===== src/rtl/systolic_mac_array_if.sv =====
// systolic_mac_array_if: weight, feature and result handshake bundle for systolic_mac_array.
// slave is the array side, master is the feature-buffer / activation side.
interface systolic_mac_array_if #(
  parameter int DATA_W = 8,
  parameter int ACC_W  = 20,
  parameter int ROWS   = 3,
  parameter int COLS   = 3
);
  logic                    w_valid_in;
  logic                    w_ready_out;
  logic [COLS*DATA_W-1:0]  w_data_in;
  logic                    f_valid_in;
  logic                    f_ready_out;
  logic [ROWS*DATA_W-1:0]  f_data_in;
  logic                    reload_in;
  logic                    out_valid_out;
  logic                    out_ready_in;
  logic [COLS*ACC_W-1:0]   out_data_out;
  logic [1:0]              state_out;

  modport slave (
    input  w_valid_in, w_data_in, f_valid_in, f_data_in, reload_in, out_ready_in,
    output w_ready_out, f_ready_out, out_valid_out, out_data_out, state_out
  );

  modport master (
    output w_valid_in, w_data_in, f_valid_in, f_data_in, reload_in, out_ready_in,
    input  w_ready_out, f_ready_out, out_valid_out, out_data_out, state_out
  );
endinterface


===== src/rtl/systolic_mac_array.sv =====
// systolic_mac_array: weight-stationary ROWS x COLS systolic MAC array with load/run/drain control.
// Optional macro SYSTOLIC_SAT_EN: every PE accumulation saturates instead of wrapping.
module systolic_mac_array #(
  parameter int DATA_W = 8,
  parameter int ACC_W  = 20,
  parameter int ROWS   = 3,
  parameter int COLS   = 3
) (
  input  logic                 clk_in,
  input  logic                 rst_in,
  systolic_mac_array_if.slave  bus
);
  localparam int DEPTH = ROWS + COLS;
  localparam int CNT_W = (ROWS > 1) ? $clog2(ROWS) : 1;

  typedef enum logic [1:0] {S_LOAD = 2'd0, S_RUN = 2'd1, S_DRAIN = 2'd2} state_t;

  state_t                r_state;
  logic [CNT_W-1:0]      r_cnt;
  logic [DATA_W-1:0]     r_w [ROWS][COLS];
  logic [DEPTH-1:0]      r_vld;
  logic                  r_out_vld;
  logic [COLS*ACC_W-1:0] r_out;

  logic                  w_stall, w_en, w_w_acc, w_f_acc;
  logic [DATA_W-1:0]     w_x  [ROWS][COLS];
  logic [ACC_W-1:0]      w_ps [ROWS][COLS];
  logic [ACC_W-1:0]      w_col [COLS];

  // One global enable freezes the whole datapath while a result waits downstream.
  assign w_stall = r_out_vld & ~bus.out_ready_in;
  assign w_en    = ~w_stall;
  assign w_w_acc = bus.w_valid_in & (r_state == S_LOAD);
  assign w_f_acc = bus.f_valid_in & (r_state == S_RUN) & w_en;

  assign bus.w_ready_out   = (r_state == S_LOAD);
  assign bus.f_ready_out   = (r_state == S_RUN) & w_en;
  assign bus.out_valid_out = r_out_vld;
  assign bus.out_data_out  = r_out;
  assign bus.state_out     = r_state;

  always_ff @(posedge clk_in or posedge rst_in) begin
    if (rst_in) begin
      r_state <= S_LOAD;
      r_cnt   <= '0;
    end else begin
      case (r_state)
        S_LOAD: if (bus.w_valid_in) begin
          if (r_cnt == CNT_W'(ROWS-1)) begin
            r_cnt   <= '0;
            r_state <= S_RUN;
          end else begin
            r_cnt <= r_cnt + 1'b1;
          end
        end
        S_RUN:   if (bus.reload_in) r_state <= S_DRAIN;
        S_DRAIN: if ((r_vld == '0) && !r_out_vld) r_state <= S_LOAD;
        default: r_state <= S_LOAD;
      endcase
    end
  end

  always_ff @(posedge clk_in or posedge rst_in) begin
    if (rst_in) begin
      for (int unsigned r = 0; r < ROWS; r++)
        for (int unsigned c = 0; c < COLS; c++)
          r_w[r][c] <= '0;
    end else if (w_w_acc) begin
      for (int unsigned r = 0; r < ROWS; r++)
        if (r_cnt == CNT_W'(r))
          for (int unsigned c = 0; c < COLS; c++)
            r_w[r][c] <= bus.w_data_in[c*DATA_W +: DATA_W];
    end
  end

  always_ff @(posedge clk_in or posedge rst_in) begin
    if (rst_in) begin
      r_vld     <= '0;
      r_out_vld <= 1'b0;
      r_out     <= '0;
    end else if (w_en) begin
      r_vld     <= {r_vld[DEPTH-2:0], w_f_acc};
      r_out_vld <= r_vld[DEPTH-1];
      for (int unsigned c = 0; c < COLS; c++)
        r_out[c*ACC_W +: ACC_W] <= w_col[c];
    end
  end

  // Stage 0 captures the feature lane; row i adds i more stages of skew.
  for (genvar i = 0; i < ROWS; i++) begin : g_skew
    logic [DATA_W-1:0] r_d [i+1];
    always_ff @(posedge clk_in or posedge rst_in) begin
      if (rst_in) begin
        for (int unsigned k = 0; k <= i; k++) r_d[k] <= '0;
      end else if (w_en) begin
        r_d[0] <= bus.f_data_in[i*DATA_W +: DATA_W];
        for (int unsigned k = 1; k <= i; k++) r_d[k] <= r_d[k-1];
      end
    end
    assign w_x[i][0] = r_d[i];
  end

  for (genvar i = 0; i < ROWS; i++) begin : g_row
    for (genvar j = 0; j < COLS; j++) begin : g_col
      logic               [ACC_W-1:0]    r_ps;
      logic               [ACC_W-1:0]    w_next;
      logic signed        [2*DATA_W-1:0] w_prod;
      logic signed        [ACC_W-1:0]    w_prod_ext;
      logic signed        [ACC_W-1:0]    w_ps_in;

      assign w_prod     = $signed(r_w[i][j]) * $signed(w_x[i][j]);
      assign w_prod_ext = ACC_W'(w_prod);

      if (i == 0) begin : g_top
        assign w_ps_in = '0;
      end else begin : g_chain
        assign w_ps_in = $signed(w_ps[i-1][j]);
      end

`ifdef SYSTOLIC_SAT_EN
      logic [ACC_W:0] w_sum;
      assign w_sum = {w_ps_in[ACC_W-1], w_ps_in} + {w_prod_ext[ACC_W-1], w_prod_ext};
      always_comb begin
        w_next = w_sum[ACC_W-1:0];
        if (w_sum[ACC_W] != w_sum[ACC_W-1])
          w_next = w_sum[ACC_W] ? {1'b1, {(ACC_W-1){1'b0}}} : {1'b0, {(ACC_W-1){1'b1}}};
      end
`else
      assign w_next = w_ps_in + w_prod_ext;
`endif

      always_ff @(posedge clk_in or posedge rst_in) begin
        if (rst_in)    r_ps <= '0;
        else if (w_en) r_ps <= w_next;
      end
      assign w_ps[i][j] = r_ps;

      if (j + 1 < COLS) begin : g_fwd
        logic [DATA_W-1:0] r_fx;
        always_ff @(posedge clk_in or posedge rst_in) begin
          if (rst_in)    r_fx <= '0;
          else if (w_en) r_fx <= w_x[i][j];
        end
        assign w_x[i][j+1] = r_fx;
      end
    end
  end

  // Earlier columns finish sooner; delay them so every lane lands together.
  for (genvar j = 0; j < COLS; j++) begin : g_deskew
    localparam int DLY = COLS - 1 - j;
    if (DLY == 0) begin : g_pass
      assign w_col[j] = w_ps[ROWS-1][j];
    end else begin : g_dly
      logic [ACC_W-1:0] r_q [DLY];
      always_ff @(posedge clk_in or posedge rst_in) begin
        if (rst_in) begin
          for (int unsigned k = 0; k < DLY; k++) r_q[k] <= '0;
        end else if (w_en) begin
          r_q[0] <= w_ps[ROWS-1][j];
          for (int unsigned k = 1; k < DLY; k++) r_q[k] <= r_q[k-1];
        end
      end
      assign w_col[j] = r_q[DLY-1];
    end
  end
endmodule


===== src/flat_wrapper.sv =====
// flat-port wrapper written by rule: the top's interface ports become plain ports
module systolic_mac_array_flat 
#(
  parameter int DATA_W = 8,
  parameter int ACC_W  = 20,
  parameter int ROWS   = 3,
  parameter int COLS   = 3
)
  (clk_in, rst_in, bus_w_valid_in, bus_w_data_in, bus_f_valid_in, bus_f_data_in, bus_reload_in, bus_out_ready_in, bus_w_ready_out, bus_f_ready_out, bus_out_valid_out, bus_out_data_out, bus_state_out);
  systolic_mac_array_if #(.DATA_W(DATA_W), .ACC_W(ACC_W), .ROWS(ROWS), .COLS(COLS)) bus_i ();
  input  logic clk_in;
  input  logic rst_in;
  input wire logic [$bits(bus_i.w_valid_in)-1:0] bus_w_valid_in;
  input wire logic [$bits(bus_i.w_data_in)-1:0] bus_w_data_in;
  input wire logic [$bits(bus_i.f_valid_in)-1:0] bus_f_valid_in;
  input wire logic [$bits(bus_i.f_data_in)-1:0] bus_f_data_in;
  input wire logic [$bits(bus_i.reload_in)-1:0] bus_reload_in;
  input wire logic [$bits(bus_i.out_ready_in)-1:0] bus_out_ready_in;
  output wire logic [$bits(bus_i.w_ready_out)-1:0] bus_w_ready_out;
  output wire logic [$bits(bus_i.f_ready_out)-1:0] bus_f_ready_out;
  output wire logic [$bits(bus_i.out_valid_out)-1:0] bus_out_valid_out;
  output wire logic [$bits(bus_i.out_data_out)-1:0] bus_out_data_out;
  output wire logic [$bits(bus_i.state_out)-1:0] bus_state_out;
  assign bus_i.w_valid_in = bus_w_valid_in;
  assign bus_i.w_data_in = bus_w_data_in;
  assign bus_i.f_valid_in = bus_f_valid_in;
  assign bus_i.f_data_in = bus_f_data_in;
  assign bus_i.reload_in = bus_reload_in;
  assign bus_i.out_ready_in = bus_out_ready_in;
  assign bus_w_ready_out = bus_i.w_ready_out;
  assign bus_f_ready_out = bus_i.f_ready_out;
  assign bus_out_valid_out = bus_i.out_valid_out;
  assign bus_out_data_out = bus_i.out_data_out;
  assign bus_state_out = bus_i.state_out;
  systolic_mac_array #(.DATA_W(DATA_W), .ACC_W(ACC_W), .ROWS(ROWS), .COLS(COLS)) u_core (.clk_in(clk_in), .rst_in(rst_in), .bus(bus_i));
endmodule

===== config.mk =====
export PLATFORM = sky130hd
export DESIGN_NAME = systolic_mac_array_flat
export DESIGN_NICKNAME = d
export VERILOG_FILES = /design/src/rtl/systolic_mac_array_if.sv /design/src/rtl/systolic_mac_array.sv /design/src/flat_wrapper.sv
export SDC_FILE = /design/constraint.sdc
export NUM_CORES = 2
export LEC_CHECK = 0
export ABC_AREA = 0
export CAP_MARGIN = 10
export CORE_MARGIN = 3
export CORE_UTILIZATION = 35
export DETAILED_ROUTE_END_ITERATION = 12
export HOLD_SLACK_MARGIN = 0.02
export MAX_ROUTING_LAYER = met4
export PLACE_DENSITY = 0.49
export SETUP_SLACK_MARGIN = 0.4
export SYNTH_ARGS = -nofsm -noshare
export SYNTH_HDL_FRONTEND = slang
export SYNTH_SLANG_ARGS = --single-unit

===== constraint.sdc =====
create_clock -name clk_in -period 16.4 [get_ports clk_in]
set_clock_uncertainty 0.1 [all_clocks]
set_input_delay 3.28 -clock clk_in [delete_from_list [all_inputs] [get_ports clk_in]]
set_output_delay 3.28 -clock clk_in [all_outputs]
set_load 0.05 [all_outputs]

==> impl_metrics.json <==
{
  "synth_nets": 5569,
  "worstSetupEndpointType": "output port",
  "synth_area_leader_cell": "fa_1",
  "required_ps": 13020,
  "dr.pass1.iters": 5,
  "clock_latency_ps": 650,
  "setup_violations": 0,
  "io_pins": 119,
  "htreeDepth": 2,
  "synth_warnings": 0,
  "hp-class": "flip-flop to flip-flop",
  "die_h_um": 358,
  "grt_overflow_total": 0,
  "clock_path_buffers": 3,
  "ys_seq_area_frac": 0.264,
  "ant_nets": 0,
  "ctsHoldBuffers": 0,
  "netlist_area_um2": 43500,
  "finalWeightedCongestion": 0.808,
  "grt_pass1_wl_mm": 157,
  "final.setup.tns_ps": 0,
  "grt_setup_unrepaired": "no",
  "grt_max_degree": 191,
  "critPathTopFamily": "buffers and inverters",
  "maxSlewHeadroom": 0.343,
  "worst_hold_path.num_cells": 2,
  "hold_viol_final": 0,
  "outcome": "completed",
  "cts-resized-gates": 0,
  "synth_top_area_share": 0.297,
  "cp-start-kind": "input port",
  "r2r_end": "u_core.g_row[1].g_col[1].r_ps[15]$_DFFE_PP0N_",
  "fmax_ghz": 0.114,
  "avgRoutedWirePerCell_um": 14.7,
  "final_cell_area_um2": 48200,
  "dpl-instance-area_um2": 46300,
  "path_cells": "clkdlybuf4s50_1 > nor2b_4 > buf_4 > nor2_1 > clkdlybuf4s50_1",
  "min_to": "u_core.bus.out_data_out[37]$_DFFE_PP0N_",
  "start_util": 0.355,
  "path_clk_slew_ps": 60,
  "clockRootBuffer": "clkbuf_16",
  "cts_tree": "done",
  "core_area_um2": 123000,
  "post-cts-setup-buffers": 0,
  "cpPeakStageDelay_ps": 740,
  "reg2reg_slack_ps": 10690,
  "grt_use_total": 0.154,
  "synth_seq_cells": 458,
  "hpwl_mm": 72.0,
  "die-area_um2": 128000,
  "min-delay-start": "u_core.bus.out_data_out[37]$_DFFE_PP0N_",
  "max-cap-violations": 0,
  "syn_area_per_cell_um2": 9.59,
  "crit_fanout": 76,
  "drv_slew": 0,
  "fin_cells": 6251,
  "die_w_um": 358,
  "crit_top_cell": "clkdlybuf4s50_1",
  "portBuffers": 118,
  "arrival_ps": 5370,
  "grt_pass1_vias": 29656,
  "vias": 28228,
  "syn_to_final_growth_pct": 10.9,
  "synth_cell_types": 67,
  "dp_cells": 6149,
  "nNetsFinal": 5616,
  "synth-edff-count": 0,
  "cts.sinks": 458,
  "cp_slowest_cell": "clkdlybuf4s50_1",
  "drt_iter0_drc": 1092,
  "drive_above_1_share": 0.0467,
  "holdWs_ps": 362,
  "rows": 128,
  "numCtsBuffers": 55,
  "antenna_found_initial": 4,
  "reg2reg_from": "u_core.g_row[1].g_col[0].g_fwd.r_fx[0]$_DFFE_PP0N_",
  "vias_per_cell": 4.52,
  "worstPathBufferInverterCount": 3,
  "drt-total-wl_mm": 91.6,
  "drc": 0,
  "ff2ff_path_depth": 15,
  "fin_crit_ps": 8750,
  "synthCells": 4534,
  "fillers": 12343,
  "yosys-top-cells-area": "fa_1 (30%), dfrtp_1 (26%), ha_1 (9.7%)",
  "async_reset_ff_frac": 1.00,
  "fin_crit_sh": 0.533,
  "path_class": "input port to output port",
  "synth_ff_type": "dfrtp_1",
  "worst_slew_pin_slew_ps": 985
}
## area by class of cell
class                      instances  area (um^2)  area share
inverter                         752         2830      0.0587
timing repair buffer             136         1340      0.0278
tap                             1625         2030      0.0422
multi-input combinational       3178        28600       0.594
clock inverter                    27          302     0.00626
antenna                            2         5.00    0.000104
clock buffer                      73         1570      0.0327
sequential                       458        11500       0.238
## registers in the layout, summed over array words and instances (netlist names)
signal	cells
u_core.r_vld	6
u_core.r_w	72
u_core.r_cnt	2
u_core.g_row.g_col.r_ps	159
u_core.bus.out_valid_out	1
u_core.bus.state_out	2
u_core.g_deskew.g_dly.r_q	60
u_core.bus.out_data_out	60
u_core.g_row.g_col.g_fwd.r_fx	48
u_core.g_skew.r_d	48
## per-layer routing
metal	up-vias	track usage	share of wire	routed length, um
li1	14009	-	-	-
met1	13898	0.227	0.53	48300
met2	229	0.231	0.43	39400
met3	92	0.0146	0.026	2370
met4	0	0.0315	0.017	1510
met5	-	-	0	0
## worst max-delay path by stage
stage	cells past startpoint	startpoint	slack, ps	endpoint
2_1_floorplan	1	rst_in	6820	u_core.bus.out_data_out[0]$_DFFE_PP0N_
5_1_grt	5	bus_out_ready_in	7490	bus_f_ready_out
6_report	5	bus_out_ready_in	7650	bus_f_ready_out
4_1_cts	5	bus_out_ready_in	7580	bus_f_ready_out
3_3_place_gp	5	bus_out_ready_in	7580	bus_f_ready_out
3_5_place_dp	5	bus_out_ready_in	7590	bus_f_ready_out
## synth_stat cells (21+ instances only)
library cell and number:
and2_1 312, a21oi_1 94, inv_1 748, o21a_1 25, dfrtp_1 458, nand2b_1 25
xor2_1 32, nor2_1 146, a21o_1 25, mux2_2 76, clkbuf_1 133, a211oi_1 26
nor2b_1 21, o21ai_0 118, xnor2_1 79, fa_1 645, nor3_1 33, nand2_1 1024
ha_1 336
## per-stage QoR
stage / setup slack [ps] / utilization
3_3_place_gp: 7580 / 0.378
5_1_grt: 7490 / 0.393
2_1_floorplan: 6820 / -
4_1_cts: 7580 / 0.393
6_report: 7650 / 0.393
3_5_place_dp: 7590 / 0.378
## kinds of logic (layout without fill, tap and decap cells)
family,after synthesis,count (layout),share of synthesized area
fa+ha+maj,981,981,0.394
compound gates,401,401,0.0589
simple gates,1608,1608,0.163
xor+xnor,111,111,0.0224
buf+inv,898,988,0.0778
flops,458,458,0.264
other cells,0,2,0
mux,77,77,0.0199
## worst register-to-register path: stages (launching register included)
cell and delay [ps]:
dfrtp_1 620, and2_1 530, inv_1 230, fa_1 530, inv_1 60, fa_1 490, fa_1 560, fa_1 420
fa_1 390, ha_1 350, or3_1 390, a41o_1 260, a31oi_1 260, a21oi_1 120, xnor2_1 160, a21oi_1 80
## cells in the final DEF, fill, tap and decap left out, drive strengths merged, types with 32 or more instances in the layout
| cell | netlist | final |
|---|---|---|
| dfrtp | 458 | 458 |
| xor2 | 32 | 32 |
| ha | 336 | 336 |
| inv | 748 | 753 |
| mux2 | 76 | 76 |
| nor2 | 146 | 146 |
| and2 | 312 | 312 |
| clkdlybuf4s50 | 0 | 118 |
| nand2 | 1024 | 1024 |
| o21ai | 134 | 134 |
| xnor2 | 79 | 79 |
| a21oi | 97 | 97 |
| clkbuf | 133 | 73 |
| nor3 | 34 | 34 |
| fa | 645 | 645 |
Power is left out: the tool's default activity adds up to more than one toggle a clock period on the data nets, which glitch-free logic cannot reach.
